**src/rtl/digit_serial_adder.sv**
```systemverilog
// Digit-serial adder/subtractor: processes DIGIT bits per cycle over N = WIDTH/DIGIT cycles
// with a registered inter-digit carry and a Start/Busy/Done handshake.
module digit_serial_adder #(
  parameter int WIDTH = 16,
  parameter int DIGIT = 4
) (
  input  logic             Clk,
  input  logic             Rst_n,
  input  logic             Start,
  input  logic             Mode,
  input  logic [WIDTH-1:0] A,
  input  logic [WIDTH-1:0] B,
  input  logic             Cin,
  output logic [WIDTH-1:0] Sum,
  output logic             Cout,
  output logic             Overflow,
  output logic             Busy,
  output logic             Done
);

  localparam int N     = WIDTH / DIGIT;
  localparam int CNT_W = (N > 1) ? $clog2(N) : 1;
  localparam logic [CNT_W-1:0] LAST_DIGIT = CNT_W'(N - 1);

  if ((WIDTH % DIGIT) != 0) begin : g_bad_digit
    $error("digit_serial_adder: WIDTH must be an integer multiple of DIGIT");
  end

  typedef enum logic [0:0] {
    IDLE = 1'b0,
    RUN  = 1'b1
  } state_t;

  state_t           state_r;
  logic [WIDTH-1:0] opa_r;
  logic [WIDTH-1:0] opb_r;
  logic [WIDTH-1:0] res_r;
  logic             carry_r;
  logic [CNT_W-1:0] cnt_r;

  logic [DIGIT:0]   digit_sum_s;
  logic             msb_carry_in_s;
  logic [WIDTH-1:0] res_shift_s;

  // Shared digit slice; carry into the digit MSB is recovered as a ^ b ^ sum of that bit.
  always_comb begin
    digit_sum_s    = {1'b0, opa_r[DIGIT-1:0]} + {1'b0, opb_r[DIGIT-1:0]}
                   + {{DIGIT{1'b0}}, carry_r};
    msb_carry_in_s = opa_r[DIGIT-1] ^ opb_r[DIGIT-1] ^ digit_sum_s[DIGIT-1];
    res_shift_s    = (res_r >> DIGIT)
                   | (WIDTH'(digit_sum_s[DIGIT-1:0]) << (WIDTH - DIGIT));
  end

  // Control FSM, operand/result datapath and registered outputs.
  always_ff @(posedge Clk) begin
    if (!Rst_n) begin
      state_r  <= IDLE;
      opa_r    <= {WIDTH{1'b0}};
      opb_r    <= {WIDTH{1'b0}};
      res_r    <= {WIDTH{1'b0}};
      carry_r  <= 1'b0;
      cnt_r    <= {CNT_W{1'b0}};
      Sum      <= {WIDTH{1'b0}};
      Cout     <= 1'b0;
      Overflow <= 1'b0;
      Busy     <= 1'b0;
      Done     <= 1'b0;
    end else begin
      Done <= 1'b0;
      case (state_r)
        IDLE: begin
          if (Start) begin
            opa_r   <= A;
            opb_r   <= B ^ {WIDTH{Mode}};
            carry_r <= Cin ^ Mode;
            cnt_r   <= {CNT_W{1'b0}};
            state_r <= RUN;
            Busy    <= 1'b1;
          end else begin
            Busy    <= 1'b0;
          end
        end
        RUN: begin
          opa_r   <= opa_r >> DIGIT;
          opb_r   <= opb_r >> DIGIT;
          carry_r <= digit_sum_s[DIGIT];
          res_r   <= res_shift_s;
          if (cnt_r == LAST_DIGIT) begin
            Sum      <= res_shift_s;
            Cout     <= digit_sum_s[DIGIT];
            Overflow <= msb_carry_in_s ^ digit_sum_s[DIGIT];
            Done     <= 1'b1;
            Busy     <= 1'b0;
            state_r  <= IDLE;
          end else begin
            cnt_r    <= cnt_r + CNT_W'(1);
          end
        end
        default: begin
          state_r <= IDLE;
          Busy    <= 1'b0;
        end
      endcase
    end
  end

endmodule

```
**config.mk**
```make
export PLATFORM = sky130hd
export DESIGN_NAME = digit_serial_adder
export DESIGN_NICKNAME = d
export VERILOG_FILES = /design/src/rtl/digit_serial_adder.sv
export SDC_FILE = /design/constraint.sdc
export NUM_CORES = 1
export LEC_CHECK = 0
export CAP_MARGIN = 20
export CORE_UTILIZATION = 47
export CTS_CLUSTER_SIZE = 14
export DETAILED_ROUTE_END_ITERATION = 8
export PLACE_DENSITY = 0.87
export SKIP_LAST_GASP = 1
export SLEW_MARGIN = 10
export SYNTH_ARGS = -nofsm -noshare
export SYNTH_HDL_FRONTEND = slang
export SYNTH_SLANG_ARGS = --single-unit
```
**constraint.sdc**
```tcl
create_clock -name Clk -period 1.7 [get_ports Clk]
set_input_delay 0.34 -clock Clk [delete_from_list [all_inputs] [get_ports Clk]]
set_output_delay 0.34 -clock Clk [all_outputs]
set_load 0.005 [all_outputs]
```
==> results by group <==
Yosys
  • Part of the Yosys area used for sequential elements: approximately 45%
  • Synth Warn #: 0
  • Synth cell types: 31
  • Most common cell in the synthesized netlist: dfxtp_1
  • Ys flop type: dfxtp_1
  • Synth area leaders: dfxtp_1, mux2i_1, nand2_1
  • Number of synthesized register bits: 68
  • Syn_nets: approximately 370
  • Ys async rst share: 0%
  • Syn Std Cell Area: about 3000 um^2
  • Cell taking the most area after synthesis: dfxtp_1
  • Yosys top cell area share: between 40% and 50%
  • Mapped Cells: roughly 320
  • Syn_area_per_cell: 9.37 um^2
  • EDFF count, synth: 0
  • Most frequent cells after synthesis: dfxtp_1, nand2_1, nor2_1, nor2b_1, mux2i_1

Critical path
  • CP top delay family: adder cells
  • Worst path depth: 8
  • Slowest cell delay on critical path: 0.35 ns
  • Peak fanout along the critical path: 3
  • CP arrival: 1.93 ns
  • Worst path required time: 1.98 ns
  • Crit-path most repeated cell: fa_2
  • CP Buf/Inv Count: 2
  • Critical path's slowest cell: dfxtp_2
  • Crit path cell chain: fa_2 -> inv_1 -> fa_2 -> nand2b_4 -> a21oi_4 -> buf_4 -> a21oi_1 -> nor2b_1
  • Worst setup SP type: flop
  • WS Path Type: flop to flop
  • Reg2reg path depth: 8
  • CP endpoint kind: flop

Route
  • Vias/cell: around 5.2
  • Initial DRC count: 130
  • Via Count: roughly 2400
  • DRC: 0
  • Post-DRT Antenna Nets: 0
  • WL final: 5970 um
  • DR WL/cell: ~13 um
  • TritonRoute pass-1 iters: 4

Cells and area
  • FF/Latch Area: about 1400 um^2
  • Ant diodes: 0
  • Fin nets: 419
  • Fillers: about 510
  • Synth-to-Final Area Change: 29.1%
  • Share of layout cells above drive strength 1: about a tenth
  • Multi-input gate area: approximately 1500 um^2

Die
  • Die area: about 6800 um^2
  • Die width: 82.4 um
  • Starting Density: between 50% and 60%
  • Core area: just over 6000 um^2
  • I/O pins: between 50 and 60
  • Row count: 28
  • Die H: slightly above 80 um

CTS
  • H-tree levels: 3
  • Clock root buffer: clkbuf_8
  • Post-CTS Hold Buffers: 0
  • Skew-Pair Late Insertion Delay: 0.35 ns
  • Bufs on Longest Clock Path: 2
  • Clock Pin Slew Worst Setup and Hold Paths: around 0.08 ns
  • CTS sink cnt: 68
  • CTS tree: done
  • Total CTS buffers: 9

STA
  • Clock skew: 0.00829 ns
  • Slew headroom: between 70% and 80%
  • Worst slew pin tran: around 0.44 ns
  • Setup TNS: 0 ns
  • Max Slew Vio Count: 0
  • Max Fclk: 0.609 GHz
  • Crit path time final: between 1.5 and 2 ns
  • Final setup fails: 0
  • Final worst-path cycle share: 96.6%
  • Final hold vios: 0
  • RSZ-0062 raised after global routing: true

Power
  • Pwr Total: approximately 0.0037 W
  • LEAKAGE: between 1.5 and 2 nW
  • Pwr/cell area: between 900 and 1000 nW/um^2
  • Peak supply drop: between 0.0005 and 0.0006 V

Global routing
  • Pin count of the biggest net entering global routing: 53
  • Global route overflow: 0
  • Vias in the first global route: 2300
  • Global Route Usage Sum: ~20%
  • First-pass GRT wire length: 10200 um
  • Initial antenna violation count: 0

Hold path
  • Hold-critical path depth: 2
  • HP Class: flop to flop

Placement
  • HPWL Detailed: between 4000 and 5000 um
  • RePlAce Congestion: about 0.77
  • PortBufs: between 50 and 60

Run
  • MaxCap Viol Count: 0

Run status
  • Status: complete, no violations
[per-stage QoR]
stage | hold slack (ns) | setup slack (ns) | std cells | cell area (um^2) | utilization, %
after floorplan | 0.430 | 0.0913 | 324 | 3040 | -
after global placement | 0.440 | 0.0681 | 438 | 3650 | 60.2
after detailed placement | 0.444 | -0.0497 | 438 | 3650 | 60.2
after CTS | 0.457 | 0.0147 | 455 | 3890 | 64.3
after global routing | 0.473 | -0.0489 | 456 | 3920 | 64.7
final | 0.452 | 0.0570 | 456 | 3920 | 64.7
[path summary, 6_finish.rpt]
| check | endpoint | start | slack [ns] |
|---|---|---|---|
| worst max-delay path | carry_r$_SDFFE_PN0P_ | opa_r[0]$_SDFFE_PN0P_ | 0.06 |
| worst min-delay path | Sum[3]$_SDFFE_PN0P_ | Sum[3]$_SDFFE_PN0P_ | 0.45 |
| worst max register to register | carry_r$_SDFFE_PN0P_ | opa_r[0]$_SDFFE_PN0P_ | 0.06 |
| worst min register to register | Sum[3]$_SDFFE_PN0P_ | Sum[3]$_SDFFE_PN0P_ | 0.45 |
[registers in the layout, summed over array words and instances, names as in the netlist]
register  count
state_r       1
Done          1
opa_r        16
Busy          1
Cout          1
carry_r       1
Overflow      1
Sum          16
cnt_r         2
res_r        12
opb_r        16
[placed cells by master (no fill, tap or decap), drive strengths merged]
cell type	count
nand3	2
xnor2	19
mux2i	25
dfxtp	68
o31a	1
clkbuf	10
clkinv	2
nand2	46
o211a	14
o21ai	4
buf	11
clkinvlp	2
xor2	2
nor3b	2
clkdlybuf4s50	55
fa	2
a21o	1
bufinv	2
a32oi	1
nor2b	26
nor2	26
o211ai	1
inv	6
a21oi	17
nand2b	1
ha	4
a211oi	17
a21boi	14
[final cells by class]
class	count	share of cell area (%)
timing repair buffer	66	17.4
tap	75	2.39
multi-input combinational	225	39.3
sequential	68	34.8
clock inverter	6	2.27
clock buffer	10	3.26
inverter	6	0.575
[layer usage]
layer | vias to the layer above | GRT usage, % | share of wire (%)
met3 | 14 | 5.27 | 4.2
met4 | 0 | 11.1 | 2.5
met1 | 1085 | 24.1 | 46
met2 | 54 | 33.2 | 47
li1 | 1197 | - | -
met5 | - | 0 | 0
[power by group]
part	switching [W]	internal, W
logic	0.000231	0.000272
clock network	0.000623	0.000825
registers	0.0000507	0.00167
total	0.000905	0.00277
[worst min-delay path, cell delays in order, from the launching register on]
cell,delay (ns)
dfxtp_1,0.31
nand2_1,0.05
a21boi_1,0.05
[kinds of logic (layout without fill, tap and decap cells)]
group                      Yosys count  count (layout)  synth area share [%]
adders and majority gates            6               6                  2.97
xor gates and xnor gates            21              21                  6.06
buffers and inverters               31              88                  5.56
muxes                               25              25                  8.24
DFF                                 68              68                  44.8
AOI/OAI and AO/OA                   70              70                  16.9
and+or+nand+nor                    103             103                  15.4
[timing repair]
action,CTS,global route
resized for setup,6,4
setup endpoints to repair,2,3
setup buffers,1,1
pin swaps,2,1
No activity file was read; power rests on OpenSTA's default activity.
==> RTL edit (same settings) <==
Reset style: asynchronous (`Rst_n`), changed in one clocked block.
--- a/src/rtl/digit_serial_adder.sv
+++ b/src/rtl/digit_serial_adder.sv
@@ -54,3 +54,3 @@
   // Control FSM, operand/result datapath and registered outputs.
-  always_ff @(posedge Clk) begin
+  always_ff @(posedge Clk or negedge Rst_n) begin
     if (!Rst_n) begin
Behaviour: differs if Rst_n is asserted again (counterexample within 4 cycles, from zero or initial values and one cycle with Rst_n low); with Rst_n held inactive, the same outputs for 10 cycles.
==> RTL edit against the unedited design <==
  * Cell area rose by 2.5%
  * Synthesized area grew 2.4%
  * Setup slack got worse by 35 ps
  * Sequential cell count stayed put
  * Via count shrank 11%
  * Count of clock-buffer cells in the layout is 1 higher
  * Wire length is 4.8% lower
Power is not compared: it rests on default switching activity, and its combinational part moved more than twofold at a synthesized area within 25%.
==> RTL edit: results (changes against the unedited design) <==
The run finished with clean final reports. The maximum net fanout on the critical path is 2 (-1). The number of levels the H-tree was split into came out at 3 (unchanged).

The all-layer global routing usage came out at 17.66% (-2.6 points). The number of antenna cells inserted came out at 0 (unchanged). The share of synthesized registers carrying an async set or reset came to 100.0% (+100 points). The most used flip-flop cell after synthesis is dfrtp_1.

The proportion of layout cells with a drive suffix above 1 was 18.51% (+8.5 points). The number of nets at the end of the flow is 374 (-11%). The total wire length came out at 5688 um (-4.8%). The arrival time at the worst endpoint came out at 1900 ps (-30 ps). The headroom to the max-slew limit came to 76.14% (+5.6 points). The worst vdd rail ir drop is 1057 uV.

The number of antenna violations at the first check in global routing is 0 (unchanged). In the post-synthesis netlist, the biggest area contributors are dfrtp_1 55%, o21ai_0 6.9%, mux2_2 6.9%. The placer congestion estimate is 0.8264 (+7.7%).

The commonest cells after synthesis are 68 x dfrtp_1, 45 x nand2_1, 43 x o21ai_0, 19 x mux2_2, 19 x xnor2_1. The root buffer cell chosen for the clock tree is clkbuf_8. The violation count after the first detailed-route iteration came to 115 (-12%). The share of synthesized area occupied by flip-flops and latches is 54.73% (+9.9 points). The clock skew after layout is 6.336 ps (-1.954 ps). The number of global-route vias before repair came to 2095 (-8.9%). The number of buffers inserted by port buffering came out at 56 (unchanged). The average vias per placed instance is 5.078 (-1.5%). The TritonCTS buffer count came to 9 (unchanged). The standard cell area after detailed placement is 3760 um2 (+3.1%). The class of the worst hold path is primary input to async pin.

The first-pass GRT wire length came out at 9639 um (-5.7%). The pre-CTS setup slack came out at -86.55 ps (-36.81 ps). The net count of the mapped netlist was 314 (-14%). The maximum number of pins on one net before global-route repair is 69 (+30%).

The total half-perimeter wirelength after legalization and detailed placement came to 3959 um (-2.2%). The distinct cell type count of the synthesized netlist came to 25 (-19%).
[RTL edit: changes by cell type after synthesis, sizes merged, moves of 13 or more]
cell    change
dfrtp      +68
dfxtp      -68
o21ai      +39
mux2       +27
nor2b      -26
a21oi      -15
nor2       -15
a21boi     -14
o211a      -14
a211oi     -13
[RTL edit: critical path: stages (launching register included)]
cell and delay [ps]:
dfrtp_1 410, fa_2 410, a21o_1 180, a21oi_2 190, xnor2_1 110, mux2_4 260
[RTL edit: layer usage]
| layer | GRT usage (%) | vias to the layer above | share of wire [%] |
|---|---|---|---|
| met3 | 5.865 | 6 | 4.9 |
| li1 | - | 1030 | - |
| met1 | 21.95 | 1003 | 45 |
| met5 | 0 | - | 0 |
| met4 | 5.799 | 0 | 0.97 |
| met2 | 29.06 | 53 | 49 |
[RTL edit: what timing repair did]
action / 4_1_cts / 5_1_grt
setup endpoints to repair: 4 / 7
hold buffers: 0 / 0
gates resized for setup: 5 / 3
pin swaps: 2 / 2
buffers inserted: 1 / 1
[RTL edit: layout make-up]
type | count | area [um2]
Inverter | 5 | 18.77
Sequential cell | 68 | 1703
Fill cell | 497 | 2331
Multi-Input combinational cell | 181 | 1314
Clock buffer | 11 | 151.4
Clock inverter | 4 | 72.57
Tap cell | 77 | 96.34
Timing Repair Buffer | 66 | 663.1
[RTL edit: cells by family (layout without fill, tap and decap cells)]
family | count (synthesis) | after routing | synth area share, %
AOI/OAI and AO/OA | 51 | 51 | 8.773
DFF | 68 | 68 | 54.73
xor gates and xnor gates | 21 | 21 | 5.916
and+or+nand+nor | 59 | 59 | 7.566
adders and majority gates | 6 | 6 | 2.898
buffers and inverters | 22 | 86 | 3.903
muxes | 44 | 44 | 16.22
[RTL edit: per-stage QoR]
step                hold slack, ps  cells  TNS, ps
finish                       8.543    412        0
detailed placement           393.6    396   -115.7
global placement             382.9    396        0
floorplan                    44.41    271        0
CTS                          24.34    411   -6.780
global route                 37.20    412   -177.5
[RTL edit: path summary, 6_finish.rpt]
check	slack [ps]	endpoint	startpoint	cells past startpoint
max reg2reg	20	res_r[15]	opa_r[0]	5
min	9	Sum[3]	Rst_n	2
max in group asynchronous	1390	state_r	Rst_n	2
max	20	res_r[15]	opa_r[0]	5
min in group Clk	460	opa_r[2]	Start	3
min reg2reg	490	opb_r[4]	opb_r[8]	2
[RTL edit: report_power, final]
group	internal (uW)	total [uW]	leakage (uW)	switching [uW]
Clock	895	1480	0.000111	582
Sequential	2360	2800	0.000850	442
Combinational	1550	2680	0.000849	1130
